==> config.mk <==
export PLATFORM = sky130hd
export DESIGN_NAME = mem_stage_hs
export DESIGN_NICKNAME = d
export VERILOG_FILES = /design/src/rtl/mem_pkg.sv /design/src/rtl/mem_load_align.sv /design/src/rtl/mem_stage_hs.sv
export SDC_FILE = /design/constraint.sdc
export NUM_CORES = 1
export LEC_CHECK = 0
export CORE_ASPECT_RATIO = 1.1
export CORE_MARGIN = 1
export CORE_UTILIZATION = 43
export DETAILED_ROUTE_END_ITERATION = 10
export PLACE_DENSITY = 0.91
export SLEW_MARGIN = 10
export SYNTH_ARGS = -nofsm -noshare
export SYNTH_HDL_FRONTEND = slang
export SYNTH_SLANG_ARGS = --single-unit
==> constraint.sdc <==
create_clock -name clk -period 2.8 [get_ports clk]
set_input_delay 0.56 -clock clk [delete_from_list [all_inputs] [get_ports clk]]
set_output_delay 0.56 -clock clk [all_outputs]
set_load 0.1 [all_outputs]
==> src/rtl/mem_pkg.sv <==
// rtl/mem_pkg.sv - load/store op codes, FSM state encoding and op classification helpers
package mem_pkg;

    localparam logic [4:0] OP_LW  = 5'b10100;
    localparam logic [4:0] OP_SW  = 5'b10101;
    localparam logic [4:0] OP_LB  = 5'b10110;
    localparam logic [4:0] OP_LH  = 5'b10111;
    localparam logic [4:0] OP_LBU = 5'b11000;
    localparam logic [4:0] OP_LHU = 5'b11001;
    localparam logic [4:0] OP_SB  = 5'b11010;
    localparam logic [4:0] OP_SH  = 5'b11011;

    localparam logic [1:0] IDLE = 2'd0;
    localparam logic [1:0] BUSY = 2'd1;
    localparam logic [1:0] DONE = 2'd2;

    localparam logic [1:0] SZ_BYTE = 2'd0;
    localparam logic [1:0] SZ_HALF = 2'd1;
    localparam logic [1:0] SZ_WORD = 2'd2;

    function automatic logic is_load(input logic [4:0] op);
        is_load = (op == OP_LW) || (op == OP_LB) || (op == OP_LH) ||
                  (op == OP_LBU) || (op == OP_LHU);
    endfunction

    function automatic logic is_store(input logic [4:0] op);
        is_store = (op == OP_SW) || (op == OP_SB) || (op == OP_SH);
    endfunction

    // Non-memory ops report SZ_WORD; callers only use the size for memory ops.
    function automatic logic [1:0] op_size(input logic [4:0] op);
        case (op)
            OP_LB, OP_LBU, OP_SB: op_size = SZ_BYTE;
            OP_LH, OP_LHU, OP_SH: op_size = SZ_HALF;
            default:              op_size = SZ_WORD;
        endcase
    endfunction

endpackage

==> src/rtl/mem_load_align.sv <==
// rtl/mem_load_align.sv - extracts the addressed byte/half lane from read data and sign/zero extends it
module mem_load_align
    import mem_pkg::*;
#(
    parameter int DATA_W = 32,
    parameter int LANE_W = 2
) (
    input  logic [DATA_W-1:0] rdata,
    input  logic [LANE_W-1:0] lane,
    input  logic [4:0]        op,
    output logic [DATA_W-1:0] data
);

    logic [DATA_W-1:0] shifted;

    always_comb begin
        shifted = rdata >> {lane, 3'b000};
        case (op)
            OP_LB:   data = {{(DATA_W-8){shifted[7]}}, shifted[7:0]};
            OP_LBU:  data = {{(DATA_W-8){1'b0}}, shifted[7:0]};
            OP_LH:   data = {{(DATA_W-16){shifted[15]}}, shifted[15:0]};
            OP_LHU:  data = {{(DATA_W-16){1'b0}}, shifted[15:0]};
            default: data = shifted;
        endcase
    end

endmodule

==> src/rtl/mem_stage_hs.sv <==
// rtl/mem_stage_hs.sv - load/store stage with req/ack bus handshake and timeout
// Optional build macro MEM_MISALIGN_CHECK_EN: misaligned half/word accesses raise BusErr_o without a bus request.
module mem_stage_hs
    import mem_pkg::*;
#(
    parameter int DATA_W   = 32,
    parameter int ADDR_W   = 32,
    parameter int RA_W     = 5,
    parameter int MAX_WAIT = 15
) (
    input  logic                clk,
    input  logic                rst,
    input  logic                Valid_i,
    input  logic [4:0]          ALUop_i,
    input  logic                WriteReg_i,
    input  logic [RA_W-1:0]     WriteDataAddr_i,
    input  logic [DATA_W-1:0]   WriteData_i,
    input  logic [ADDR_W-1:0]   MemAddr_i,
    input  logic [DATA_W-1:0]   Reg_i,
    output logic                Stall_o,
    output logic                MemReq_o,
    output logic                MemWE_o,
    output logic [DATA_W/8-1:0] MemBE_o,
    output logic [ADDR_W-1:0]   MemAddr_o,
    output logic [DATA_W-1:0]   MemData_o,
    input  logic                MemAck_i,
    input  logic [DATA_W-1:0]   MemData_i,
    output logic                Valid_o,
    output logic                WriteReg_o,
    output logic [RA_W-1:0]     WriteDataAddr_o,
    output logic [DATA_W-1:0]   WriteData_o,
    output logic                BusErr_o
);

    localparam int BE_W   = DATA_W / 8;
    localparam int LANE_W = $clog2(BE_W);
    localparam int CNT_W  = $clog2(MAX_WAIT + 1);
    localparam logic [CNT_W-1:0] CNT_MAX = CNT_W'(MAX_WAIT);

    logic [1:0]        state;
    logic [CNT_W-1:0]  cnt;
    logic [4:0]        op_q;
    logic [LANE_W-1:0] lane_q;
    logic              wreg_q;
    logic [RA_W-1:0]   wa_q;

    logic              mem_op;
    logic              start;
    logic              bad;
    logic [LANE_W-1:0] raw_lane;
    logic [LANE_W-1:0] lane;
    logic [BE_W-1:0]   be;
    logic [DATA_W-1:0] wdata;
    logic [DATA_W-1:0] load_data;

    assign mem_op  = is_load(ALUop_i) || is_store(ALUop_i);
    assign start   = (state == IDLE) && Valid_i && mem_op;
    assign Stall_o = start || (state == BUSY);

    // Lane selection forces the access aligned to its size; misalignment is judged separately.
    always_comb begin
        raw_lane = MemAddr_i[LANE_W-1:0];
        lane     = '0;
        be       = '1;
        wdata    = Reg_i;
        case (op_size(ALUop_i))
            SZ_BYTE: begin
                lane  = raw_lane;
                be    = BE_W'(1) << raw_lane;
                wdata = DATA_W'(Reg_i[7:0]) << {raw_lane, 3'b000};
            end
            SZ_HALF: begin
                lane  = {raw_lane[LANE_W-1:1], 1'b0};
                be    = BE_W'(3) << lane;
                wdata = DATA_W'(Reg_i[15:0]) << {lane, 3'b000};
            end
            default: ;
        endcase
    end

`ifdef MEM_MISALIGN_CHECK_EN
    always_comb begin
        case (op_size(ALUop_i))
            SZ_BYTE: bad = 1'b0;
            SZ_HALF: bad = MemAddr_i[0];
            default: bad = |MemAddr_i[LANE_W-1:0];
        endcase
    end
`else
    assign bad = 1'b0;
`endif

    mem_load_align #(.DATA_W(DATA_W), .LANE_W(LANE_W)) u_align (
        .rdata (MemData_i),
        .lane  (lane_q),
        .op    (op_q),
        .data  (load_data)
    );

    always_ff @(posedge clk) begin
        if (rst) begin
            state           <= IDLE;
            cnt             <= '0;
            op_q            <= '0;
            lane_q          <= '0;
            wreg_q          <= 1'b0;
            wa_q            <= '0;
            MemReq_o        <= 1'b0;
            MemWE_o         <= 1'b0;
            MemBE_o         <= '0;
            MemAddr_o       <= '0;
            MemData_o       <= '0;
            Valid_o         <= 1'b0;
            WriteReg_o      <= 1'b0;
            WriteDataAddr_o <= '0;
            WriteData_o     <= '0;
            BusErr_o        <= 1'b0;
        end else begin
            Valid_o    <= 1'b0;
            WriteReg_o <= 1'b0;
            BusErr_o   <= 1'b0;
            case (state)
                IDLE: begin
                    if (Valid_i && !mem_op) begin
                        Valid_o         <= 1'b1;
                        WriteReg_o      <= WriteReg_i;
                        WriteDataAddr_o <= WriteDataAddr_i;
                        WriteData_o     <= WriteData_i;
                    end else if (start && bad) begin
                        state           <= DONE;
                        Valid_o         <= 1'b1;
                        BusErr_o        <= 1'b1;
                        WriteDataAddr_o <= WriteDataAddr_i;
                        WriteData_o     <= '0;
                    end else if (start) begin
                        state     <= BUSY;
                        cnt       <= CNT_W'(1);
                        MemReq_o  <= 1'b1;
                        MemWE_o   <= is_store(ALUop_i);
                        MemBE_o   <= be;
                        MemAddr_o <= {MemAddr_i[ADDR_W-1:LANE_W], {LANE_W{1'b0}}};
                        MemData_o <= wdata;
                        op_q      <= ALUop_i;
                        lane_q    <= lane;
                        wreg_q    <= WriteReg_i && is_load(ALUop_i);
                        wa_q      <= WriteDataAddr_i;
                    end
                end
                BUSY: begin
                    // cnt counts BUSY cycles seen so far, so the abort lands after exactly MAX_WAIT of them.
                    if (MemAck_i) begin
                        state           <= DONE;
                        MemReq_o        <= 1'b0;
                        Valid_o         <= 1'b1;
                        WriteReg_o      <= wreg_q;
                        WriteDataAddr_o <= wa_q;
                        WriteData_o     <= is_load(op_q) ? load_data : '0;
                    end else if (cnt == CNT_MAX) begin
                        state           <= DONE;
                        MemReq_o        <= 1'b0;
                        Valid_o         <= 1'b1;
                        BusErr_o        <= 1'b1;
                        WriteDataAddr_o <= wa_q;
                        WriteData_o     <= '0;
                    end else begin
                        cnt <= cnt + CNT_W'(1);
                    end
                end
                DONE: begin
                    state <= IDLE;
                    cnt   <= '0;
                end
                default: state <= IDLE;
            endcase
        end
    end

endmodule

==> results.yml, run 1 <==
pwr:
  power.leakage_nw: 3.48
  power_density_over_the_cells_nw_per_um2: 682
  p_switching_mw: 2.22
  max-vdd-ir-drop_mv: 0.452
  combinationalPowerShare_pct: 31.8
  internal_power_mw: 3.90
  power_frac_seq_pct: 33.2
  clkPwrFrac_pct: 35.0
  switching_power_share_of_the_total_pct: 36.3
clock_tree:
  numCtsBuffers: 17
  cts-hold-fix-buffers: 0
  clk_pin_slew_worst_paths_ps: 50
  cts_sinks: 127
  clock_tree_from_tritoncts: "done"
  cts-resized-gates: 0
  cts-root-to-sink-buffers: 2
  cts_setup_buffers: 0
  clk-insertion-delay-late_ps: 410
  cts_htree_levels: 4
  clk_root_buffer_cell: "sky130_fd_sc_hd__clkbuf_16"
yosys:
  syn_avg_cell_area_um2: 8.43
  synth_area_leaders: "sky130_fd_sc_hd__dfxtp_1, sky130_fd_sc_hd__nand2_1, sky130_fd_sc_hd__a311oi_1"
  synthesis_warning_total: 0
  synth.distinct_cells: 60
  syn-cell-area_um2: 5980
  postSynthRegisterBits: 127
  synthArstFlopShare_pct: 0
  synth_top_area_share_pct: 42.5
  synth-seq-area-share_pct: 42.5
  post_synth_inst_count: 710
  synth-edff-count: 0
  synth_flop_cell: "sky130_fd_sc_hd__dfxtp_1"
  synthDominantAreaCellType: "sky130_fd_sc_hd__dfxtp_1"
floorplanning:
  design.core.area_um2: 13400
  placementRows: 44
  boundaryPins: 254
  floorplan.initialDensity_pct: 44.7
  die_area_um2: 14400
  die_h_um: 126
  dieWidth_um: 114
hold_path:
  hold_class: "reg -> reg"
  timing.hold.worst_path_depth: 2
sta:
  report.final.setup_viol: 0
  totalNegativeSetupSlack_ps: 0
  timing.fmax_ghz: 0.396
  fin_worst_skew_ps: 6.55
  rsz0062_at_grt: "no"
  timing.final.max_slew_violations: 0
  layout_min_cycle_time_ps: 2530
  tightest_slew_ps: 1110
  max_transition_margin_pct: 25.6
  final.period_utilization_pct: 90.2
  hold_viol_final: 0
drt:
  wire_per_inst_um: 17.3
  drt-pass1-iter-count: 5
  final_antenna_net_count: 0
  num_vias: 6322
  number_of_violations_reported_at_the_end_of_detailed_routing_iteration_0: 527
  via_per_inst: 5.57
  drt_drc_violations_left: 0
  drt-total-wl_um: 19700
layout:
  final_common_cell: "sky130_fd_sc_hd__clkdlybuf4s50_1"
  layout.nets: 1086
  drive_above_1_share_pct: 19.1
  num_antenna_cells: 0
  fillerInstances: 1092
  mostFrequentLayoutCells: "sky130_fd_sc_hd__clkdlybuf4s50_1, sky130_fd_sc_hd__buf_4, sky130_fd_sc_hd__dfxtp_1"
  fin_area_um2: 8980
  seq_area_um2: 2540
  area_taken_by_multi_input_logic_gates_um2: 3100
  area_delta_synth_final_pct: 50.1
global_route:
  global_route_wire_length_before_repair_um: 30400
  globalRoute.totalOverflow: 0
  initial_antenna_violation_count: 0
  grt_pass1_vias: 5943
  grt_max_degree: 53
  grt.total_usage_pct: 27.1
worst_setup_path:
  timing.critical_path.from_type: "primary input"
  cp.required_ps: 2240
  critical_path.endpoint_type: "output port"
  crit_fanout: 7
  worstPathArrival_ps: 1970
  worst-setup-path-type: "in -> out"
  reg2reg_depth: 4
placement:
  post-dp-hpwl_um: 14400
  place_area_um2: 8400
  routabilityCongestion: 0.936
  placement.io_buffers: 251
job:
  cap_violations: 0
status:
  result_of_the_run: "complete, no violations"
Yosys cell counts (3+ instances only):
| cell | instances |
|---|---|
| sky130_fd_sc_hd__o32a_1 | 8 |
| sky130_fd_sc_hd__o21ai_0 | 4 |
| sky130_fd_sc_hd__a22oi_1 | 9 |
| sky130_fd_sc_hd__ha_1 | 4 |
| sky130_fd_sc_hd__a221oi_1 | 8 |
| sky130_fd_sc_hd__nand3_1 | 15 |
| sky130_fd_sc_hd__nand2b_1 | 5 |
| sky130_fd_sc_hd__nor2b_1 | 7 |
| sky130_fd_sc_hd__o2bb2ai_1 | 7 |
| sky130_fd_sc_hd__dfxtp_1 | 127 |
| sky130_fd_sc_hd__nand2_1 | 124 |
| sky130_fd_sc_hd__nor3_1 | 13 |
| sky130_fd_sc_hd__nor2_1 | 66 |
| sky130_fd_sc_hd__inv_1 | 23 |
| sky130_fd_sc_hd__mux2i_1 | 24 |
| sky130_fd_sc_hd__buf_2 | 16 |
| sky130_fd_sc_hd__mux2_2 | 7 |
| sky130_fd_sc_hd__o221ai_1 | 9 |
| sky130_fd_sc_hd__nand4_1 | 10 |
| sky130_fd_sc_hd__buf_1 | 4 |
| sky130_fd_sc_hd__a31o_2 | 3 |
| sky130_fd_sc_hd__a21oi_1 | 59 |
| sky130_fd_sc_hd__a311oi_1 | 41 |
| sky130_fd_sc_hd__a211oi_1 | 10 |
| sky130_fd_sc_hd__clkbuf_1 | 42 |
| sky130_fd_sc_hd__a22o_1 | 16 |
| sky130_fd_sc_hd__o2111ai_1 | 7 |
critical path: stages:
cell                              delay [ps]
sky130_fd_sc_hd__clkdlybuf4s50_1         620
sky130_fd_sc_hd__xor2_2                  270
sky130_fd_sc_hd__nand4_1                 160
sky130_fd_sc_hd__nand2_1                 160
sky130_fd_sc_hd__buf_12                  180
cell type report:
type,count,share of cell area (%)
Inverter,23,0.961
Timing Repair Buffer,274,27.2
Multi-Input combinational cell,496,34.5
Tap cell,184,2.56
Sequential cell,127,28.3
Clock inverter,6,0.891
Clock buffer,26,5.56
state kept, by name, summed over array words and instances (netlist names):
name	count
MemData_o	32
WriteData_o	32
MemAddr_o	30
WriteDataAddr_o	5
op_q	5
wa_q	5
MemBE_o	4
cnt	4
lane_q	2
state	2
BusErr_o	1
MemReq_o	1
MemWE_o	1
Valid_o	1
WriteReg_o	1
wreg_q	1
path summary, 6_finish.rpt:
check | from | to | slack, ps
setup / recovery | ALUop_i[2] | Stall_o | 270
hold reg to reg | MemAddr_o[20]$_SDFFE_PP0P_ | MemAddr_o[20]$_SDFFE_PP0P_ | 450
hold / removal | MemAddr_o[20]$_SDFFE_PP0P_ | MemAddr_o[20]$_SDFFE_PP0P_ | 450
setup reg to reg | lane_q[1]$_SDFFE_PP0P_ | WriteData_o[30]$_SDFFE_PP0P_ | 530
metrics by stage:
stage                     total power, mW  hold slack, ps  util (%)  setup slack [ps]  std cells
after detailed placement             4.00             449      62.8              98.4       1104
after global placement               3.98             441      62.8               204       1104
after floorplan                      3.42             436         -              32.0        711
after global routing                 6.35             477      67.2               193       1136
final                                6.13             454      67.2               274       1136
after CTS                            6.16             456      67.2               270       1136
layer usage:
metal,track usage [%],vias up,share of wire [%]
li1,-,3043,-
met1,32.5,2871,40
met2,44.7,348,47
met3,6.40,60,9.1
met4,14.2,0,3.8
met5,0,-,0
cell families after synthesis:
family                   count (synthesis)  share of synthesized area (%)
buffers and inverters                   88                           6.10
AO/OA/AOI/OAI                          199                           25.2
flip-flops                             127                           42.5
AND/OR/NAND/NOR                        257                           19.2
multiplexers                            32                           5.71
XOR/XNOR                                 2                          0.418
other                                    1                         0.0627
adder cells (fa/ha/maj)                  4                          0.836
power by group through the flow:
stage	logic, mW	registers (mW)	clock network [mW]
finish	1.95	2.03	2.15
global route	2.03	2.05	2.28
CTS	1.94	2.03	2.18
detailed placement	1.94	2.07	0
global placement	1.92	2.06	0
floorplan	0.473	2.95	0
No activity file was read; power rests on OpenSTA's default activity.
==> run 2, diff against run 1 <==
--- a/config.mk
+++ b/config.mk
@@ -11,4 +11,5 @@
 export DETAILED_ROUTE_END_ITERATION = 10
 export PLACE_DENSITY = 0.91
+export SKIP_CTS_REPAIR_TIMING = 1
 export SLEW_MARGIN = 10
 export SYNTH_ARGS = -nofsm -noshare
==> constraint.sdc (replaced) <==
create_clock -name clk -period 2.8 [get_ports clk]
set_input_delay 0.28 -clock clk [delete_from_list [all_inputs] [get_ports clk]]
set_output_delay 0.28 -clock clk [all_outputs]
set_load 0.1 [all_outputs]
==> results.yml, run 2 (same netlist as run 1, synthesis figures left out) <==
status:
  result_of_the_run: "complete, no violations"
clock_tree:
  cts_htree_levels: 4
  cts_sinks: 127
  clk_root_buffer_cell: "sky130_fd_sc_hd__clkbuf_16"
  numCtsBuffers: 17
  clock_tree_from_tritoncts: "done"
  clk-insertion-delay-late_ps: 410
  clk_pin_slew_worst_paths_ps: 50
  cts-root-to-sink-buffers: 2
pwr:
  p_total_mw: 6.17
  power_density_over_the_cells_nw_per_um2: 687
  power.leakage_nw: 3.48
  max-vdd-ir-drop_mv: 0.380
global_route:
  initial_antenna_violation_count: 0
  global_route_wire_length_before_repair_um: 30800
  globalRoute.totalOverflow: 0
  grt_pass1_vias: 5962
  grt.total_usage_pct: 27.3
  grt_max_degree: 65
floorplanning:
  boundaryPins: 254
  placementRows: 44
  design.core.area_um2: 13400
  dieWidth_um: 114
  floorplan.initialDensity_pct: 44.7
  die_area_um2: 14400
  die_h_um: 126
sta:
  max_transition_margin_pct: 19.3
  totalNegativeSetupSlack_ps: 0
  hold_viol_final: 0
  rsz0062_at_grt: "no"
  tightest_slew_ps: 1210
  final.period_utilization_pct: 92.1
  fin_worst_skew_ps: 7.42
  timing.final.max_slew_violations: 0
  timing.fmax_ghz: 0.388
  layout_min_cycle_time_ps: 2580
  report.final.setup_viol: 0
layout:
  largestRegisters: "MemData_o x32, WriteData_o x32, MemAddr_o x30"
  num_antenna_cells: 0
  mostFrequentLayoutCells: "sky130_fd_sc_hd__clkdlybuf4s50_1, sky130_fd_sc_hd__buf_4, sky130_fd_sc_hd__dfxtp_1"
  instances_no_fill: 1135
  final_common_cell: "sky130_fd_sc_hd__clkdlybuf4s50_1"
  layout.nets: 1085
  area_delta_synth_final_pct: 50.1
  drive_above_1_share_pct: 19.1
  final_core_utilization_pct: 67.1
worst_setup_path:
  worstPathArrival_ps: 2300
  cp_slowest_stage_delay_ps: 530
  crit_path_frequent_cell: "sky130_fd_sc_hd__inv_1"
  worst-setup-path-type: "reg -> out"
  cp.required_ps: 2520
  cp_cell_sequence: "inv_1 > ha_1 > buf_4 > inv_1 > nand2_1 > buf_12"
  critical_path.endpoint_type: "output port"
  timing.critical_path.slowest_stage_cell: "sky130_fd_sc_hd__inv_1"
  timing.critical_path.from_type: "register"
  crit_fanout: 20
hold_path:
  hold_class: "in -> reg"
drt:
  final_antenna_net_count: 0
  drt-pass1-iter-count: 5
  via_per_inst: 5.62
  drt_drc_violations_left: 0
  wire_per_inst_um: 17.3
  num_vias: 6381
  drt-total-wl_um: 19600
  number_of_violations_reported_at_the_end_of_detailed_routing_iteration_0: 667
placement:
  placed_cells_incl_taps: 1103
  post-dp-hpwl_um: 14200
  placement.io_buffers: 251
  routabilityCongestion: 0.891
job:
  cap_violations: 0
-- run 2: critical path: cells and delay by family, from the launching register on --
kind                     cells  cell delay [ps]
buffers and inverters        4             1050
flip-flops                   1              350
adder cells (fa/ha/maj)      1              280
AND/OR/NAND/NOR              1              200
-- run 2: stage by stage --
stage	instance area (um^2)	hold WS (ps)	setup slack [ps]
2_1_floorplan	5990	357	592
3_3_place_gp	8380	442	316
3_5_place_dp	8380	447	229
4_1_cts	8980	394	229
5_1_grt	8980	422	69.6
6_report	8980	417	222
-- run 2: final timing paths --
kind	depth (start not counted)	end	startpoint	slack, ps
min	3	MemAddr_o[16]$_SDFFE_PP0P_	MemAddr_i[16]	420
max reg2reg	4	WriteData_o[17]$_SDFFE_PP0P_	lane_q[1]$_SDFFE_PP0P_	430
max	6	Stall_o	state[1]$_SDFFE_PP0P_	220
min reg2reg	2	MemAddr_o[15]$_SDFFE_PP0P_	MemAddr_o[15]$_SDFFE_PP0P_	450
-- run 2: report_power, final --
part | leakage, nW | internal (mW) | switching [mW]
registers | 1.04 | 1.95 | 0.0821
clock network | 0.297 | 1.45 | 0.755
logic | 2.15 | 0.546 | 1.39
total | 3.48 | 3.94 | 2.23
-- run 2: cell type report --
class,instances,area [um^2]
inverter,23,86.3
clock inverter,5,75.1
fill,1043,4400
sequential,127,2540
timing repair buffer,273,2430
multi-input combinational,496,3100
clock buffer,27,523
tap,184,230
-- run 2: metal layers --
| layer | GRT usage, % | wire (um) |
|---|---|---|
| met5 | 0 | 0 |
| met1 | 33.6 | 8070 |
| met4 | 14.0 | 767 |
| met2 | 44.3 | 9320 |
| met3 | 6.54 | 1460 |
==> run 3, diff against run 2 <==
- HOLD_SLACK_MARGIN: default -> 0.08
==> results of run 3 <==
No change in the layout: final DEF, timing and power equal those of run 2.
